[src/rtl/riscv_pkg.sv]
// Shared RISC-V pipeline definitions: widths, the canonical NOP, fetch FSM
// states and the IF/ID register layout that the ID stage also consumes.
package riscv_pkg;

  localparam int XLEN = 32;
  localparam logic [31:0] NOP_INSTR = 32'h0000_0013;

  typedef enum logic [1:0] {
    FETCH,
    WAIT,
    HOLD,
    DRAIN
  } fetch_state_t;

  typedef struct packed {
    logic            valid;
    logic [XLEN-1:0] pc;
    logic [31:0]     instr;
  } ifid_t;

endpackage

[src/rtl/fetch_unit_if.sv]
// Instruction-memory port: valid/ready request channel plus a valid-only
// response channel (at most one request outstanding).
interface fetch_unit_if;
  import riscv_pkg::*;

  logic            req_valid;
  logic            req_ready;
  logic [XLEN-1:0] req_addr;
  logic            rsp_valid;
  logic [31:0]     rsp_data;

  modport master (
    output req_valid,
    output req_addr,
    input  req_ready,
    input  rsp_valid,
    input  rsp_data
  );

  modport slave (
    input  req_valid,
    input  req_addr,
    output req_ready,
    output rsp_valid,
    output rsp_data
  );

endinterface

[src/rtl/ifid_reg.sv]
// IF/ID pipeline register: flush beats stall, stall holds a valid entry,
// otherwise it takes the offered instruction or becomes a NOP bubble.
module ifid_reg
  import riscv_pkg::*;
(
  input  logic            clk,
  input  logic            rst,
  input  logic            flush,
  input  logic            stall,
  input  logic            load_valid,
  input  logic [XLEN-1:0] load_pc,
  input  logic [31:0]     load_instr,
  output ifid_t           ifid_o
);

  ifid_t ifid_q;
  ifid_t ifid_d;

  always_comb begin
    ifid_d = '{valid: 1'b0, pc: '0, instr: NOP_INSTR};
    if (flush) begin
      ifid_d = '{valid: 1'b0, pc: '0, instr: NOP_INSTR};
    end else if (stall && ifid_q.valid) begin
      ifid_d = ifid_q;
    end else if (load_valid) begin
      ifid_d = '{valid: 1'b1, pc: load_pc, instr: load_instr};
    end
  end

  always_ff @(posedge clk) begin
    if (rst) begin
      ifid_q <= '{valid: 1'b0, pc: '0, instr: NOP_INSTR};
    end else begin
      ifid_q <= ifid_d;
    end
  end

  assign ifid_o = ifid_q;

endmodule

[src/rtl/fetch_unit.sv]
// Instruction-fetch stage: next-PC selection, single-outstanding imem
// handshake FSM with a one-entry skid buffer feeding the IF/ID register.
module fetch_unit
  import riscv_pkg::*;
(
  input  logic            clk,
  input  logic            rst,
  input  logic [XLEN-1:0] pc_in,
  output logic [XLEN-1:0] next_pc_out,
  fetch_unit_if.master    imem,
  input  logic            redirect_valid,
  input  logic [XLEN-1:0] redirect_pc,
  input  logic            id_stall,
  output logic            ifid_valid,
  output logic [XLEN-1:0] ifid_pc,
  output logic [31:0]     ifid_instr
);

  fetch_state_t    state_q, state_d;
  logic [XLEN-1:0] req_pc_q, req_pc_d;
  logic [XLEN-1:0] skid_pc_q, skid_pc_d;
  logic [31:0]     skid_instr_q, skid_instr_d;

  logic            req_valid;
  logic            accept;
  logic            load_valid;
  logic [XLEN-1:0] load_pc;
  logic [31:0]     load_instr;
  ifid_t           ifid;

  logic            unused_redirect_lsbs;
  assign unused_redirect_lsbs = ^redirect_pc[1:0];

  assign req_valid      = (state_q == FETCH) && !redirect_valid && !rst;
  assign accept         = req_valid && imem.req_ready;
  assign imem.req_valid = req_valid;
  assign imem.req_addr  = pc_in;

  always_comb begin
    next_pc_out = pc_in;
    if (rst) begin
      next_pc_out = '0;
    end else if (redirect_valid) begin
      next_pc_out = {redirect_pc[XLEN-1:2], 2'b00};
    end else if (accept) begin
      next_pc_out = pc_in + XLEN'(4);
    end
  end

  // Responses seen while a redirect is pending are dropped; DRAIN swallows
  // the one still in flight so it never reaches IF/ID.
  always_comb begin
    state_d      = state_q;
    req_pc_d     = req_pc_q;
    skid_pc_d    = skid_pc_q;
    skid_instr_d = skid_instr_q;
    load_valid   = 1'b0;
    load_pc      = req_pc_q;
    load_instr   = imem.rsp_data;
    case (state_q)
      FETCH: begin
        if (accept) begin
          state_d  = WAIT;
          req_pc_d = pc_in;
        end
      end
      WAIT: begin
        if (redirect_valid) begin
          state_d = imem.rsp_valid ? FETCH : DRAIN;
        end else if (imem.rsp_valid) begin
          if (!id_stall || !ifid.valid) begin
            load_valid = 1'b1;
            state_d    = FETCH;
          end else begin
            skid_pc_d    = req_pc_q;
            skid_instr_d = imem.rsp_data;
            state_d      = HOLD;
          end
        end
      end
      HOLD: begin
        if (redirect_valid) begin
          skid_pc_d    = '0;
          skid_instr_d = NOP_INSTR;
          state_d      = FETCH;
        end else if (!id_stall) begin
          load_valid   = 1'b1;
          load_pc      = skid_pc_q;
          load_instr   = skid_instr_q;
          skid_pc_d    = '0;
          skid_instr_d = NOP_INSTR;
          state_d      = FETCH;
        end
      end
      DRAIN: begin
        if (imem.rsp_valid) begin
          state_d = FETCH;
        end
      end
      default: state_d = FETCH;
    endcase
  end

  always_ff @(posedge clk) begin
    if (rst) begin
      state_q      <= FETCH;
      req_pc_q     <= '0;
      skid_pc_q    <= '0;
      skid_instr_q <= NOP_INSTR;
    end else begin
      state_q      <= state_d;
      req_pc_q     <= req_pc_d;
      skid_pc_q    <= skid_pc_d;
      skid_instr_q <= skid_instr_d;
    end
  end

  ifid_reg u_ifid_reg (
    .clk        (clk),
    .rst        (rst),
    .flush      (redirect_valid),
    .stall      (id_stall),
    .load_valid (load_valid),
    .load_pc    (load_pc),
    .load_instr (load_instr),
    .ifid_o     (ifid)
  );

  assign ifid_valid = ifid.valid;
  assign ifid_pc    = ifid.pc;
  assign ifid_instr = ifid.instr;

endmodule

[src/flat_wrapper.sv]
// flat-port wrapper written by rule: the top's interface ports become plain ports
module fetch_unit_flat import riscv_pkg::*;
  (clk, rst, pc_in, next_pc_out, redirect_valid, redirect_pc, id_stall, ifid_valid, ifid_pc, ifid_instr, imem_req_valid, imem_req_addr, imem_req_ready, imem_rsp_valid, imem_rsp_data);
  fetch_unit_if imem_i ();
  input  logic clk;
  input  logic rst;
  input  logic [XLEN-1:0] pc_in;
  output logic [XLEN-1:0] next_pc_out;
  input  logic redirect_valid;
  input  logic [XLEN-1:0] redirect_pc;
  input  logic id_stall;
  output logic ifid_valid;
  output logic [XLEN-1:0] ifid_pc;
  output logic [31:0] ifid_instr;
  output wire logic [$bits(imem_i.req_valid)-1:0] imem_req_valid;
  output wire logic [$bits(imem_i.req_addr)-1:0] imem_req_addr;
  input wire logic [$bits(imem_i.req_ready)-1:0] imem_req_ready;
  input wire logic [$bits(imem_i.rsp_valid)-1:0] imem_rsp_valid;
  input wire logic [$bits(imem_i.rsp_data)-1:0] imem_rsp_data;
  assign imem_req_valid = imem_i.req_valid;
  assign imem_req_addr = imem_i.req_addr;
  assign imem_i.req_ready = imem_req_ready;
  assign imem_i.rsp_valid = imem_rsp_valid;
  assign imem_i.rsp_data = imem_rsp_data;
  fetch_unit u_core (.clk(clk), .rst(rst), .pc_in(pc_in), .next_pc_out(next_pc_out), .imem(imem_i), .redirect_valid(redirect_valid), .redirect_pc(redirect_pc), .id_stall(id_stall), .ifid_valid(ifid_valid), .ifid_pc(ifid_pc), .ifid_instr(ifid_instr));
endmodule
[config.mk]
export PLATFORM = sky130hd
export DESIGN_NAME = fetch_unit_flat
export DESIGN_NICKNAME = d
export VERILOG_FILES = /design/src/rtl/riscv_pkg.sv /design/src/rtl/fetch_unit_if.sv /design/src/rtl/ifid_reg.sv /design/src/rtl/fetch_unit.sv /design/src/flat_wrapper.sv
export SDC_FILE = /design/constraint.sdc
export NUM_CORES = 1
export LEC_CHECK = 0
export ABC_AREA = 1
export CAP_MARGIN = 20
export CORE_MARGIN = 2
export CORE_UTILIZATION = 52
export CTS_BUF_LIST = sky130_fd_sc_hd__clkbuf_8
export DETAILED_ROUTE_END_ITERATION = 6
export GPL_ROUTABILITY_DRIVEN = 0
export HOLD_SLACK_MARGIN = 0.03
export PLACE_DENSITY_LB_ADDON = 0.05
export SLEW_MARGIN = 20
export SYNTH_ARGS = -nofsm -noshare
export SYNTH_HDL_FRONTEND = slang
export SYNTH_HIERARCHICAL = 1
export SYNTH_SLANG_ARGS = --single-unit
[constraint.sdc]
create_clock -name clk -period 2.4 [get_ports clk]
set_input_delay 0.24 -clock clk [delete_from_list [all_inputs] [get_ports clk]]
set_output_delay 0.24 -clock clk [all_outputs]
set_load 0.02 [all_outputs]
==> impl_metrics.tcl <==
set metrics [dict create \
    grt_max_degree 88 \
    grt_overflow 0 \
    dr.pass1.iters 4 \
    crit_chain "clkdlybuf4s50_1 > buf_4 > nand2_1 > nor2_4 > nand2_2 > nor2_4 > buf_6 > nand4_1 > nand2_1 > nand2_1 > nor2_2 > nor2_1 > buf_4" \
    fin_nets 1709 \
    cts_tree "yes" \
    worst_path_most_repeated_cell "nand2_1" \
    drt_iter0_markers 473 \
    ioPinCount 232 \
    wirelength_um 25500 \
    final-setup-viol-count 0 \
    async_flop_share 0 \
    cts.clk_slew.worst_paths_ns 0.09 \
    clk_latency_ns 0.44 \
    post-route-period-util 0.975 \
    final_area_sq_um 12800 \
    cp-startpoint "pc_in[3]" \
    synth_cell_type_count 39 \
    synth-main-ff-cell "dfxtp_1" \
    diodes 0 \
    antenna_found_initial 0 \
    cp-start-kind "primary input" \
    yosysMostFrequentCell "nand2_1" \
    syn_avg_cell_area_sq_um 7.05 \
    dieArea_sq_um 19800 \
    place_area_sq_um 12300 \
    rsz0062_at_grt "yes" \
    ys_seq_area_frac 0.335 \
    port_buffers 229 \
    hold_start "id_stall" \
    root_buffer "clkbuf_8" \
    ir_drop_uv 452 \
    maxSlewViolCount 0 \
    crit_slowest_cell "clkdlybuf4s50_1" \
    leakage_nw 5.50 \
    end_kind "primary output" \
    r2r-end "u_core/u_ifid_reg/ifid_o[48]" \
    r2r_slack_ns 0.36 \
    cp-endpoint "next_pc_out[27]" \
    clock_path_buffers 2 \
    whs_ns 0.276 \
    finalHoldViolations 0 \
    grtUsageTotal 0.254 \
    rows 50 \
    start_util 0.526 \
    min_period_ns 2.34 \
    die_y_um 141 \
    grt_first_pass_wirelength_um 42000 \
    core_sq_um 18500 \
    maxCapViolations 0 \
    routedWlPerCell_um 13.8 \
    synth_edf_count 0 \
    ys_ff_latch 163 \
    fp.dieW_um 141 \
    skew_ns 0.0206 \
    clock.fmax_mhz 427 \
    synth_common_cells "nand2_1, inv_1, dfxtp_1" \
    synth_nets 1489 \
    outcome "completed" \
    numCtsBuffers 17 \
    hold_class "primary input to flop" \
    tightest_slew_ns 0.656 \
    area_delta_synth_final_pct 31.1 \
    reg2reg_from "u_core/state_q[0]" \
    rr_worst_depth 12 \
    clkSinkCount 163 \
    worstPathArrival_ns 2.10 \
    critical_path_class "primary input to primary output" \
    synthesis.area_sq_um 9730 \
    drive_gt1_frac 0.222 \
    htree_levels 4 \
    crit_fanout 5 \
    grt_pass1_vias 8653 \
    dpl.hpwl_um 18000 \
    yosysTopAreaCell "dfxtp_1" \
    synth_top_area_frac 0.335 \
    critPathMaxStageDelay_ns 0.49 \
    slew_headroom 0.563 \
    crit_required_ns 2.16 \
    postRouteAntennaNets 0 \
    synth.area.top_cells "dfxtp_1, nand2_1, a211oi_2" \
    vias_per_cell 5.03 \
    vias 9302 \
    powerDensity_nw_per_um2 689 \
    drc 0 \
    syn_inst 1381 \
    ys_warn_count 6 \
]
## power breakdown
group          internal (mW)  switching, mW
Clock                  0.828           1.05
Combinational           1.50           2.07
Sequential              3.19          0.152
## critical path: cells and delay by family
kind          cells  cell delay [ns]
simple gates      9             0.97
buf+inv           4             0.89
## worst min path at each step
| stage | to | slack, ns | depth (start not counted) |
|---|---|---|---|
| after global routing | u_core/u_ifid_reg/ifid_o[63] | 0.28 | 3 |
| after floorplan | u_core/u_ifid_reg/ifid_o[0] | 0.37 | 2 |
| after detailed placement | u_core/skid_pc_q[0] | 0.45 | 2 |
| final | u_core/u_ifid_reg/ifid_o[61] | 0.28 | 3 |
| after global placement | u_core/skid_pc_q[0] | 0.44 | 2 |
| after CTS | u_core/u_ifid_reg/ifid_o[61] | 0.25 | 3 |
## metal layers
metal  wire length [um]  GRT usage  up-vias
met1              11600      0.339     4184
met2              11900      0.423      267
met5                  0          0        -
met4                376     0.0721        0
li1                   -          -     4831
met3               1520     0.0479       20
## flip-flops by register name, indices dropped and copies added (netlist names)
signal and cells:
u_core/req_pc_q 32, u_core/skid_instr_q 32, u_core/state_q 2, u_core/skid_pc_q 32, u_core/u_ifid_reg/ifid_o 65
## cell families after synthesis
family | Yosys count | synth area share
AOI/OAI and AO/OA | 334 | 0.240
buffers and inverters | 331 | 0.167
adders and majority gates | 6 | 0.00771
xor gates and xnor gates | 2 | 0.00180
DFF | 163 | 0.335
and+or+nand+nor | 545 | 0.248
## cell usage in the layout, fill, tap and decap left out, drive strengths merged, types with 2 or more instances in the layout
cell type | netlist | final
o211ai | 7 | 7
nor3 | 2 | 2
o21ai | 118 | 118
nand4 | 11 | 11
a211oi | 64 | 64
dfxtp | 163 | 163
clkinv | 3 | 4
nor2 | 117 | 118
clkbuf | 33 | 31
nand3b | 4 | 4
clkinvlp | 0 | 5
nand3 | 105 | 105
clkdlybuf4s50 | 0 | 197
a21oi | 144 | 144
buf | 95 | 115
nand2 | 304 | 304
ha | 6 | 6
or2 | 2 | 2
inv | 200 | 208
## through the flow
| stage | util | total power, mW | instances | setup slack, ns | TNS (ns) |
|---|---|---|---|---|---|
| finish | 0.689 | 8.79 | 1848 | 0.0604 | 0 |
| detailed placement | 0.665 | 6.93 | 1806 | -0.287 | -4.73 |
| CTS | 0.687 | 8.84 | 1841 | -0.0915 | -0.458 |
| floorplan | - | 5.94 | 1381 | 0.606 | 0 |
| global route | 0.689 | 9.36 | 1848 | -0.0861 | -0.319 |
| global placement | 0.665 | 6.83 | 1806 | -0.245 | -4.14 |
## cell type report
cell class	instances	area [sq um]
Timing Repair Buffer	328	3080
Multi-Input combinational cell	888	4990
Clock buffer	17	234
Fill cell	1687	5750
Sequential cell	163	3270
Clock inverter	15	133
Inverter	203	768
Tap cell	234	293
## what timing repair did
action                                  4_1_cts  5_1_grt
resized for setup                            69       73
endpoints found under the setup margin       30       30
buffers inserted                              2        8
pin swaps                                     6       12
hold buffers                                  0        0
cloned                                        1        0
No activity file was read; power rests on OpenSTA's default activity.
==> patch (same settings) <==
The package constant `XLEN` goes from 32 to 40.
--- a/src/rtl/riscv_pkg.sv
+++ b/src/rtl/riscv_pkg.sv
@@ -2,7 +2,7 @@
 // states and the IF/ID register layout that the ID stage also consumes.
 package riscv_pkg;
 
-  localparam int XLEN = 32;
+  localparam int XLEN = 40;
   localparam logic [31:0] NOP_INSTR = 32'h0000_0013;
 
   typedef enum logic [1:0] {
Interface: changed (5 resized); port bits go from 232 to 272. No check against the original RTL was run, so the function may have changed too.
==> patch against the original RTL <==
- the flow now finishes with violations (setup timing)
- area after synthesis is 14% higher
- final area rose by 19%
- core utilization is 3.1 points higher
- sequential cell count up 24
- die area grew 14%
- via count grew 23%
- final cell count rose by 19%
- routed wire length grew 35%
- clock skew rose by 0.0059 ns
- global-route usage rose by 4.2 points
- sequential share of layout area is 0.86 points lower
- total power grew 1.7%
- worst setup slack got worse by 0.19 ns
- largest power group is now registers
==> patch: results (changes against the original RTL) <==
status: "finished with violations"
violations: "setup timing"
largest_reg_flops: 73  # +12%
grt_pass1_vias: 10400  # +20%
synthTopCellsByArea: "dfxtp_1, nand2_1, o21ai_0"
drtIter0Drc: 936  # +98%
route.met2.wl_mm: 15.4  # +29%
wl_met1_mm: 15.8  # +36%
total_leakage_power_uw: 0.00611  # +11%
tightest_slew_ns: 0.767  # +0.111 ns
netlist_top_cells_count: "nand2_1, dfxtp_1, inv_1"
p_sw_uw: 3330  # +1.8%
ir_drop_mv: 0.340  # -25%
worstSetupStartpoint: "u_core/state_q[0]"
grt_antenna_before_repair: 2  # +2
worstSkewPairLatency_ns: 0.49  # +0.05 ns
critical_path.slowest_cell: "dfxtp_2"
r2r_end: "u_core/u_ifid_reg/ifid_o[69]"
skew_ns: 0.0265  # +0.00586 ns
grt_pass1_wl_mm: 53.6  # +28%
cp_top_family: "buffers and inverters"
via_per_inst: 5.18  # +2.9%
grt_max_degree: 95  # +8.0%
use_met2_pct: 46.2  # +3.9 points
rrSetupSlack_ns: 0.24  # -0.12 ns
critical_path.endpoint: "next_pc_out[5]"
hold_end: "u_core/u_ifid_reg/ifid_o[31]"
powerSeq_uw: 3690  # +10%
fill_cells: 1763  # +4.5%
slowest_delay_ns: 0.35  # -0.14 ns
syn_nets: 1752  # +18%
nets: 2043  # +20%
met3_usage_pct: 6.36  # +1.6 points
setup_viol: 24  # +24
clk_pin_slew_ns: 0.11  # +0.02 ns
worstPathMaxFanout: 7  # +2
cp.arrival_ns: 2.29  # +0.19 ns
ys_types: 43  # +10%
yosysSeqAreaShare_pct: 33.6  # +0.12 points
dp_hpwl_mm: 24.4  # +36%
timing.rr.start: "u_core/state_q[1]"
setup_slack_ns: -0.126  # -0.186 ns
grt_use_total_pct: 29.7  # +4.2 points
dr.pass1.iters: 7  # +3
[patch: cell types whose count changed after synthesis, moves of 13 or more]
cell and change:
a211oi_1 +59, a211oi_2 -52, a21oi_2 +13, clkinv_1 +56
dfxtp_1 +24, inv_1 -25, nand2_1 +34, nand3_1 +16
nor2_1 +39, o21ai_0 +22
[patch: layout make-up]
class                   count  area share (%)
multi-input cells        1057            38.5
clock inverters            15            1.07
clock buffers              17            1.54
repair buffers            422            26.1
diodes                      1          0.0165
inverters                 234            5.81
well taps                 275            2.27
flip-flops and latches    187            24.7
[patch: metrics by stage]
step	utilization, %	TNS (ns)	instances	area [um^2]	setup WS, ns
after floorplan	-	0	1628	11100	0.503
after global placement	67.9	-10.48	2152	14300	-0.405
after detailed placement	67.9	-11.17	2152	14300	-0.428
after CTS	70.9	-1.06	2197	14900	-0.117
after global routing	72.1	-4.60	2208	15100	-0.221
final	72.1	-1.45	2208	15100	-0.126
[patch: cell families (layout without fill, tap and decap cells)]
| kind of cell | Yosys count | count (layout) | synth area share [%] |
|---|---|---|---|
| buf+inv | 384 | 688 | 16.8 |
| other cells | 0 | 1 | 0 |
| flops | 187 | 187 | 33.6 |
| fa+ha+maj | 6 | 6 | 0.675 |
| simple gates | 660 | 660 | 26.7 |
| compound gates | 385 | 385 | 21.7 |
| xor+xnor | 6 | 6 | 0.472 |
[patch: tightest hold or removal path: stages]
cell and delay [ns]:
buf_2 0.20, nand3_1 0.13, a21oi_2 0.05
[patch: timing repair]
action,in CTS,in global routing
hold endpoints to repair,0,0
gates resized for setup,239,63
setup endpoints to repair,38,38
cloned,0,0
hold buffers,0,0
pin swaps,32,33
buffers inserted,15,12
